<file path="src/rtl/mips_pkg.sv">
// Shared definitions for the 5-stage MIPS pipeline control.
// Register width, FSM encodings, zero register.
package mips_pkg;

  localparam int REG_ADDR_W = 5;

  typedef enum logic [1:0] {
    ST_RUN    = 2'd0,
    ST_DRAIN  = 2'd1,
    ST_HALTED = 2'd2,
    ST_FROZEN = 2'd3
  } state_e;

  localparam logic [REG_ADDR_W-1:0] ZERO_REG = '0;

endpackage

</file>
<file path="src/rtl/hazard_detect.sv">
// Combinational hazard detection for the ID stage.
// Flags load-use and branch-operand hazards.
module hazard_detect
  import mips_pkg::*;
#(
  parameter int W = REG_ADDR_W
) (
  input  logic [W-1:0] i_Rs,
  input  logic [W-1:0] i_Rt,
  input  logic         i_UsesRt,
  input  logic         i_Branch,
  input  logic         i_IDEX_MemRead,
  input  logic         i_IDEX_RegWrite,
  input  logic [W-1:0] i_IDEX_WriteReg,
  input  logic         i_EXMEM_MemRead,
  input  logic [W-1:0] i_EXMEM_WriteReg,
  output logic         o_Stall
);

  logic w_ex_match;
  logic w_mem_match;
  logic w_load_use;
  logic w_br_alu;
  logic w_br_load;

  // Source-operand match against EX and MEM destinations; $0 never matches.
  always_comb begin
    w_ex_match  = (i_IDEX_WriteReg != W'(ZERO_REG)) &&
                  ((i_IDEX_WriteReg == i_Rs) ||
                   (i_UsesRt && (i_IDEX_WriteReg == i_Rt)));
    w_mem_match = (i_EXMEM_WriteReg != W'(ZERO_REG)) &&
                  ((i_EXMEM_WriteReg == i_Rs) ||
                   (i_UsesRt && (i_EXMEM_WriteReg == i_Rt)));
    w_load_use  = i_IDEX_MemRead && w_ex_match;
    w_br_alu    = i_Branch && i_IDEX_RegWrite &&
                  !i_IDEX_MemRead && w_ex_match;
    w_br_load   = i_Branch && i_EXMEM_MemRead && w_mem_match;
    o_Stall     = w_load_use || w_br_alu || w_br_load;
  end

endmodule

</file>
<file path="src/rtl/hazard_stall_unit.sv">
// Pipeline stall/enable/flush control with halt drain,
// debug freeze and a saturating stall-cycle counter.
module hazard_stall_unit
  import mips_pkg::*;
#(
  parameter int REG_ADDR_W   = mips_pkg::REG_ADDR_W,
  parameter int DRAIN_CYCLES = 4,
  parameter int CNT_W        = 32
) (
  input  logic                  i_clk,
  input  logic                  i_reset_n,
  input  logic [REG_ADDR_W-1:0] i_IFID_Rs,
  input  logic [REG_ADDR_W-1:0] i_IFID_Rt,
  input  logic                  i_IFID_UsesRt,
  input  logic                  i_IFID_Branch,
  input  logic                  i_IFID_Halt,
  input  logic                  i_BranchTaken,
  input  logic                  i_IDEX_MemRead,
  input  logic                  i_IDEX_RegWrite,
  input  logic [REG_ADDR_W-1:0] i_IDEX_WriteReg,
  input  logic                  i_EXMEM_MemRead,
  input  logic [REG_ADDR_W-1:0] i_EXMEM_WriteReg,
  input  logic                  i_DebugMode,
  input  logic                  i_Step,
  output logic                  o_StallControl,
  output logic                  o_PCWrite,
  output logic                  o_IFIDWrite,
  output logic                  o_IFIDFlush,
  output logic                  o_PipeEnable,
  output logic                  o_Halted,
  output logic [1:0]            o_State,
  output logic [CNT_W-1:0]      o_StallCount
);

  localparam int DW = $clog2(DRAIN_CYCLES + 1);

  state_e          r_state;
  state_e          w_state_nxt;
  logic [DW-1:0]   r_drain;
  logic [DW-1:0]   w_drain_nxt;
  logic [CNT_W-1:0] r_stall_cnt;
  logic            w_stall;
  logic            w_freeze;

  hazard_detect #(.W(REG_ADDR_W)) u_hazard_detect (
    .i_Rs             (i_IFID_Rs),
    .i_Rt             (i_IFID_Rt),
    .i_UsesRt         (i_IFID_UsesRt),
    .i_Branch         (i_IFID_Branch),
    .i_IDEX_MemRead   (i_IDEX_MemRead),
    .i_IDEX_RegWrite  (i_IDEX_RegWrite),
    .i_IDEX_WriteReg  (i_IDEX_WriteReg),
    .i_EXMEM_MemRead  (i_EXMEM_MemRead),
    .i_EXMEM_WriteReg (i_EXMEM_WriteReg),
    .o_Stall          (w_stall)
  );

  assign w_freeze = i_DebugMode && !i_Step;

  // Next-state and control outputs; a step cycle behaves as RUN.
  always_comb begin
    w_state_nxt    = r_state;
    w_drain_nxt    = r_drain;
    o_StallControl = 1'b0;
    o_PCWrite      = 1'b0;
    o_IFIDWrite    = 1'b0;
    o_IFIDFlush    = 1'b0;
    o_PipeEnable   = 1'b0;
    unique case (r_state)
      ST_HALTED: begin
        w_state_nxt = ST_HALTED;
      end
      ST_DRAIN: begin
        o_IFIDWrite  = 1'b1;
        o_IFIDFlush  = 1'b1;
        o_PipeEnable = 1'b1;
        if (r_drain == DW'(DRAIN_CYCLES - 1)) begin
          w_state_nxt = ST_HALTED;
          w_drain_nxt = '0;
        end else begin
          w_drain_nxt = r_drain + DW'(1);
        end
      end
      ST_RUN, ST_FROZEN: begin
        if (w_freeze) begin
          w_state_nxt = ST_FROZEN;
        end else begin
          o_PipeEnable = 1'b1;
          if (w_stall) begin
            o_StallControl = 1'b1;
          end else begin
            o_PCWrite   = 1'b1;
            o_IFIDWrite = 1'b1;
            o_IFIDFlush = i_BranchTaken;
          end
          if (i_IFID_Halt && !w_stall)
            w_state_nxt = ST_DRAIN;
          else if (i_DebugMode)
            w_state_nxt = ST_FROZEN;
          else
            w_state_nxt = ST_RUN;
        end
      end
      default: begin
        w_state_nxt = ST_RUN;
      end
    endcase
  end

  // State and drain-counter registers.
  always_ff @(posedge i_clk or negedge i_reset_n) begin
    if (!i_reset_n) begin
      r_state <= ST_RUN;
      r_drain <= '0;
    end else begin
      r_state <= w_state_nxt;
      r_drain <= w_drain_nxt;
    end
  end

  // Saturating count of stall cycles in which the pipeline advanced.
  always_ff @(posedge i_clk or negedge i_reset_n) begin
    if (!i_reset_n) begin
      r_stall_cnt <= '0;
    end else if (o_StallControl && o_PipeEnable &&
                 (r_stall_cnt != '1)) begin
      r_stall_cnt <= r_stall_cnt + CNT_W'(1);
    end
  end

  assign o_Halted     = (r_state == ST_HALTED);
  assign o_State      = r_state;
  assign o_StallCount = r_stall_cnt;

endmodule

</file>
<file path="config.mk">
export PLATFORM = sky130hd
export DESIGN_NAME = hazard_stall_unit
export DESIGN_NICKNAME = d
export VERILOG_FILES = /design/src/rtl/mips_pkg.sv /design/src/rtl/hazard_detect.sv /design/src/rtl/hazard_stall_unit.sv
export SDC_FILE = /design/constraint.sdc
export NUM_CORES = 1
export LEC_CHECK = 0
export CAP_MARGIN = 20
export CORE_MARGIN = 4
export CORE_UTILIZATION = 23
export CTS_BUF_LIST = sky130_fd_sc_hd__clkbuf_8
export DETAILED_ROUTE_END_ITERATION = 12
export SYNTH_ARGS = -nofsm -noshare
export SYNTH_HDL_FRONTEND = slang
export SYNTH_HIERARCHICAL = 1
export SYNTH_SLANG_ARGS = --single-unit
</file>
<file path="constraint.sdc">
create_clock -name i_clk -period 5.62 [get_ports i_clk]
set_input_delay 0.562 -clock i_clk [delete_from_list [all_inputs] [get_ports i_clk]]
set_output_delay 0.562 -clock i_clk [all_outputs]
set_load 0.01 [all_outputs]
</file>
* Word-level counts from Yosys, hierarchy flattened
Index checks and enable logic that the tools add are counted.
Word-level totals: register bits 37, bits of input ports 31, output and inout port bits 40, word-level logic and storage cells 58
Cells by class: add/subtract/negate cells 2, equal/unequal tests 10, multiplexer cells 18, reduce and logical (&&, ||, !) cells 25
Operators with widths (count):
- 32-bit by 1-bit adder with 32-bit output, second input constant | 1
- 32-bit != test, second input constant | 1
- 5-bit == test | 4
- 1-bit logical AND | 14
- 5-bit nonzero test | 2
- 1-bit 2-to-1 mux | 9
- 2-bit 2-to-1 mux | 4
- 1-bit one-hot mux with 2 select lines | 3
- 2-bit one-hot mux with 3 select lines | 1
- 2-bit == test, second input constant | 2
- 1-bit logical OR | 4
- 3-bit by 1-bit adder with 3-bit output, second input constant | 1
- 3-bit by 2-bit == test with 1-bit output, second input constant | 1
- 1-bit logical NOT | 3
- 3-bit 2-to-1 mux | 1
- 2-bit by 1-bit == test with 1-bit output, second input constant | 1
- 2-bit logical NOT | 1
- 2-bit != test, second input constant | 1
- 2-bit OR reduction | 1

* Longest topological paths before layout
depth after elaboration 12, gate-level depth with buffers 8, depth with buffers taken out 8

* Hierarchy
The synthesis kept the hierarchy.
Modules (own cells, without submodules):
- hazard_stall_unit | instances 1, cells an instance 173, area each 1911.8 um^2, seq. area each 925.9 um^2
- hazard_detect | instances 1, cells an instance 35, area each 280.3 um^2, seq. area each 0.0 um^2

* Worst setup path before layout
Ideal clock, no wire load.
path kind input -> register, start point input i_IDEX_WriteReg[2], end point register r_stall_cnt[31] (netlist: o_StallCount[31]), library setup time 0.079 ns, arrival 2.563 ns, required time 5.541 ns, setup slack 2.978 ns, cell stages on the path 8, path buffers 0, cells stage by stage xor2_1 > nor4_2 > a32oi_1 > o32ai_2 > nand4b_2 > a311o_2 > nor4b_2 > xor2_1
Between the ends: word-level cells in the longest chain between the ends 12, elaborated cells between the ends (all ways) 15, those cells by class eq/ne (2); mux (3); reduce/logical (10)
RTL lines:
- start, declared | line hazard_stall_unit.sv:20 | input logic [REG_ADDR_W-1:0] i_IDEX_WriteReg,
- 5-bit == test | line hazard_detect.sv:30 | (i_UsesRt && (i_IDEX_WriteReg == i_Rt)));
- 1-bit logical AND | line hazard_detect.sv:30
- 1-bit logical OR | line hazard_detect.sv:29 | ((i_IDEX_WriteReg == i_Rs) ||
- 1-bit logical AND * | line hazard_detect.sv:28 | w_ex_match = (i_IDEX_WriteReg != W'(ZERO_REG)) &&
- 1-bit logical AND (on tied branches) | line hazard_detect.sv:34, hazard_detect.sv:36
- 1-bit logical OR * (2 in a row) | line hazard_detect.sv:38 | o_Stall = w_load_use || w_br_alu || w_br_load;
- via w_stall | line hazard_stall_unit.sv:42 | logic w_stall;
- 1-bit 2-to-1 mux * | line hazard_stall_unit.sv:89 | if (w_stall) begin
- 1-bit 2-to-1 mux * | line hazard_stall_unit.sv:85 | if (w_freeze) begin
- 1-bit 2-to-1 mux * | line hazard_stall_unit.sv:69 | unique case (r_state)
- 1-bit logical AND * (2 in a row) | line hazard_stall_unit.sv:125 | end else if (o_StallControl && o_PipeEnable &&
- end signal, assigned | line hazard_stall_unit.sv:127 | r_stall_cnt <= r_stall_cnt + CNT_W'(1);
- end, declared | line hazard_stall_unit.sv:41 | logic [CNT_W-1:0] r_stall_cnt;
Mark *: on every way through the listed nets, which the timed path passes. The rest lies on a longest branch. A chain may end at the register's enable or synchronous reset.

* Worst setup path in the final report
start point input i_EXMEM_WriteReg[2], end point output o_IFIDFlush
Between the ends: word-level cells in the longest chain between the ends 9, elaborated cells between the ends (all ways) 11, those cells by class eq/ne (2); mux (3); reduce/logical (6)
RTL lines:
- start, declared | line hazard_stall_unit.sv:22 | input logic [REG_ADDR_W-1:0] i_EXMEM_WriteReg,
- 5-bit == test | line hazard_detect.sv:33 | (i_UsesRt && (i_EXMEM_WriteReg == i_Rt)));
- 1-bit logical AND | line hazard_detect.sv:33
- 1-bit logical OR | line hazard_detect.sv:32 | ((i_EXMEM_WriteReg == i_Rs) ||
- 1-bit logical AND * | line hazard_detect.sv:31 | w_mem_match = (i_EXMEM_WriteReg != W'(ZERO_REG)) &&
- 1-bit logical AND * | line hazard_detect.sv:37 | w_br_load = i_Branch && i_EXMEM_MemRead && w_mem_match;
- 1-bit logical OR * | line hazard_detect.sv:38
- via w_stall | line hazard_stall_unit.sv:42
- 1-bit 2-to-1 mux * | line hazard_stall_unit.sv:89
- 1-bit 2-to-1 mux * | line hazard_stall_unit.sv:85
- 1-bit one-hot mux with 2 select lines * | line hazard_stall_unit.sv:69
- end, declared | line hazard_stall_unit.sv:28 | output logic o_IFIDFlush,
Marks and branches as above.

==> flow_summary.yaml <==
run_status:
  status: "complete, no violations"
cts:
  clk_latency_ns: 0.29
  cts_tree: "done"
  cts_resized: 0
  cts_buffer_depth: 2
  post-cts-setup-buffers: 0
  h-tree-depth: 2
  cts.sink_count: 37
  clk_pin_slew_ns: 0.08
  cts_hold_buf: 0
  cts-root-buf: "clkbuf_8"
  cts_made_buffers: 5
finish:
  final_cells: 415
  layout-drive-gt1-share: 0.0734
  ff_latch_area_um2: 926
  area_delta_synth_final_pct: 44.2
  fillers: 964
  multi_input_area_um2: 1240
  fin_nets: 321
  n_antenna_cell: 0
timing:
  fin_skew_ns: 0.0109
  min_period_ns: 3.52
  relSlewSlack: 0.434
  finalSetupViolations: 0
  hold_violations: 0
  worst_pin_slew_ns: 0.848
  drv_slew: 0
  period_share: 0.627
  timing.fmax_mhz: 284
  finalSetupTns_ns: 0
  rsz0062_at_grt: "false"
route:
  first_pass_iters: 4
  drt_wl_total_mm: 5.77
  via_per_inst: 4.40
  drc_errors: 0
  drt_iter0_drc: 30
  vias: 1826
  antenna_left: 0
  detail_route.wl_per_cell_um: 13.9
placement:
  io_buffers: 70
  dp_cells: 407
  finalWeightedCongestion: 0.798
  hpwl_mm: 4.39
floorplan:
  die_y_um: 106
  coreArea_um2: 9240
  die_width_um: 106
  rows: 35
  ioPinCount: 71
  start_util: 0.237
  die-area_um2: 11200
logic_synthesis:
  synthArstFlopShare: 1.00
  synth_edf_count: 0
  synthFlopType: "dfrtp_1"
  ys_warn_count: 6
  yosysSeqAreaShare: 0.422
  ys_ff_latch: 37
  syn_nets: 244
  synth_cell_types: 37
  syn_avg_cell_area_um2: 10.5
  syn_area_um2: 2190
  synthCells: 208
global_routing:
  antenna_found_initial: 0
  grt_util_met2: 0.162
  track_usage: 0.106
  busiest_layer: "met2"
  globalRouteMet1Util: 0.148
  grt_pass1_vias: 1860
  grt_start_max_net_pins: 38
  gr-total-overflow: 0
  grt_first_pass_wirelength_mm: 9.67
  met3_usage: 0.0300
setup_path:
  crit_arrival_ns: 2.96
  ff2ff_path_depth: 6
  startpoint_type: "input pin"
  path_max_fanout: 5
  end_kind: "primary output"
  critPathRequiredTime_ns: 5.06
  critPathKind: "input pin to primary output"
job:
  cap_violations: 0
pwr:
  power.density_nw_per_um2: 237
  total_power_w: 0.000749
  p_leak_nw: 1.24
  ir_drop_mv: 0.0840
worst_hold_path:
  min_path_type: "input pin to async pin"
==> where the power goes <==
group / switching, W / internal [W] / leakage (nW) / total (W)
sequential: 0.0000177 / 0.000284 / 0.502 / 0.000302
combinational: 0.000102 / 0.000118 / 0.680 / 0.000220
clock: 0.0000954 / 0.000131 / 0.0595 / 0.000227
total: 0.000215 / 0.000534 / 1.24 / 0.000749
==> state kept, by name, indices dropped and copies added, names as in the netlist <==
name	count
o_StallCount	32
o_State	2
r_drain	3
==> worst paths after layout <==
path	from	endpoint	slack, ns
max in group asynchronous	i_reset_n	o_StallCount[7]	4.70
max	i_EXMEM_WriteReg[2]	o_IFIDFlush	2.10
min	i_reset_n	o_StallCount[18]	0.37
max reg2reg	o_State[0]	o_StallCount[31]	3.46
min reg2reg	r_drain[0]	r_drain[0]	0.49
min in group i_clk	r_drain[0]	r_drain[0]	0.49
==> Yosys cell counts (2+ instances only) <==
library cell  number  area (um^2)
nand4_1           12         75.1
and3_1             4         25.0
o21ai_0            3         15.0
xor2_1            16          140
nand2b_1           3         18.8
xnor2_1           34          298
dfrtp_1           37          926
nor4_1             2         12.5
nand2_1           17         63.8
or4_1              2         15.0
nor3_1             4         20.0
mux2i_1            2         20.0
a21oi_1            6         30.0
nand3_1           15         75.1
nor2_1            15         56.3
and4_1             4         35.0
o211ai_1           2         15.0
inv_1              7         26.3
ha_1               5         62.6
==> layout by cell type (no fill, tap or decap), types with 2 or more instances in the layout <==
cell type and instances:
a21oi_1 6, and3_1 4, and4_1 4, clkbuf_8 5, clkdlybuf4s50_1 69, dfrtp_1 37, ha_1 5, inv_1 8
mux2i_1 2, nand2_1 17, nand2b_1 3, nand3_1 15, nand4_1 12, nor2_1 15, nor3_1 4, nor4_1 2
o211ai_1 2, o21ai_0 3, or4_1 2, xnor2_1 34, xor2_1 16
==> final cells by class <==
| class | instances | area share |
|---|---|---|
| inverter | 7 | 0.00831 |
| clock inverter | 3 | 0.0135 |
| sequential | 37 | 0.293 |
| timing repair buffer | 70 | 0.220 |
| multi-input combinational | 164 | 0.392 |
| tap | 129 | 0.0511 |
| clock buffer | 5 | 0.0218 |
==> layer usage <==
layer | wire length (um) | vias to the layer above
li1 | - | 896
met1 | 2850 | 871
met5 | 0 | -
met2 | 2540 | 54
met4 | 48 | 0
met3 | 328 | 5
==> metrics by stage <==
step	area (um^2)	hold WS, ns	worst slack [ns]	util
after floorplan	2190	0.266	2.98	-
after global placement	3050	0.470	2.08	0.330
after detailed placement	3050	0.486	2.09	0.330
after CTS	3160	0.406	2.08	0.342
after global routing	3160	0.444	1.93	0.342
final	3160	0.368	2.10	0.342
==> kinds of logic after synthesis <==
family | after synthesis | synth area share
DFF | 37 | 0.422
adders and majority gates | 5 | 0.0285
muxes | 4 | 0.0211
buffers and inverters | 7 | 0.0120
AOI/OAI and AO/OA | 19 | 0.0776
and+or+nand+nor | 86 | 0.239
xor gates and xnor gates | 50 | 0.200
==> worst max-delay path, cell delays in order <==
cell	delay, ns
clkdlybuf4s50_1	0.49
or4_1	0.52
o211ai_1	0.21
o32ai_2	0.15
nor2_1	0.22
a21oi_1	0.10
nor2_1	0.14
clkdlybuf4s50_1	0.56
Power figures use the tool's default switching activity.
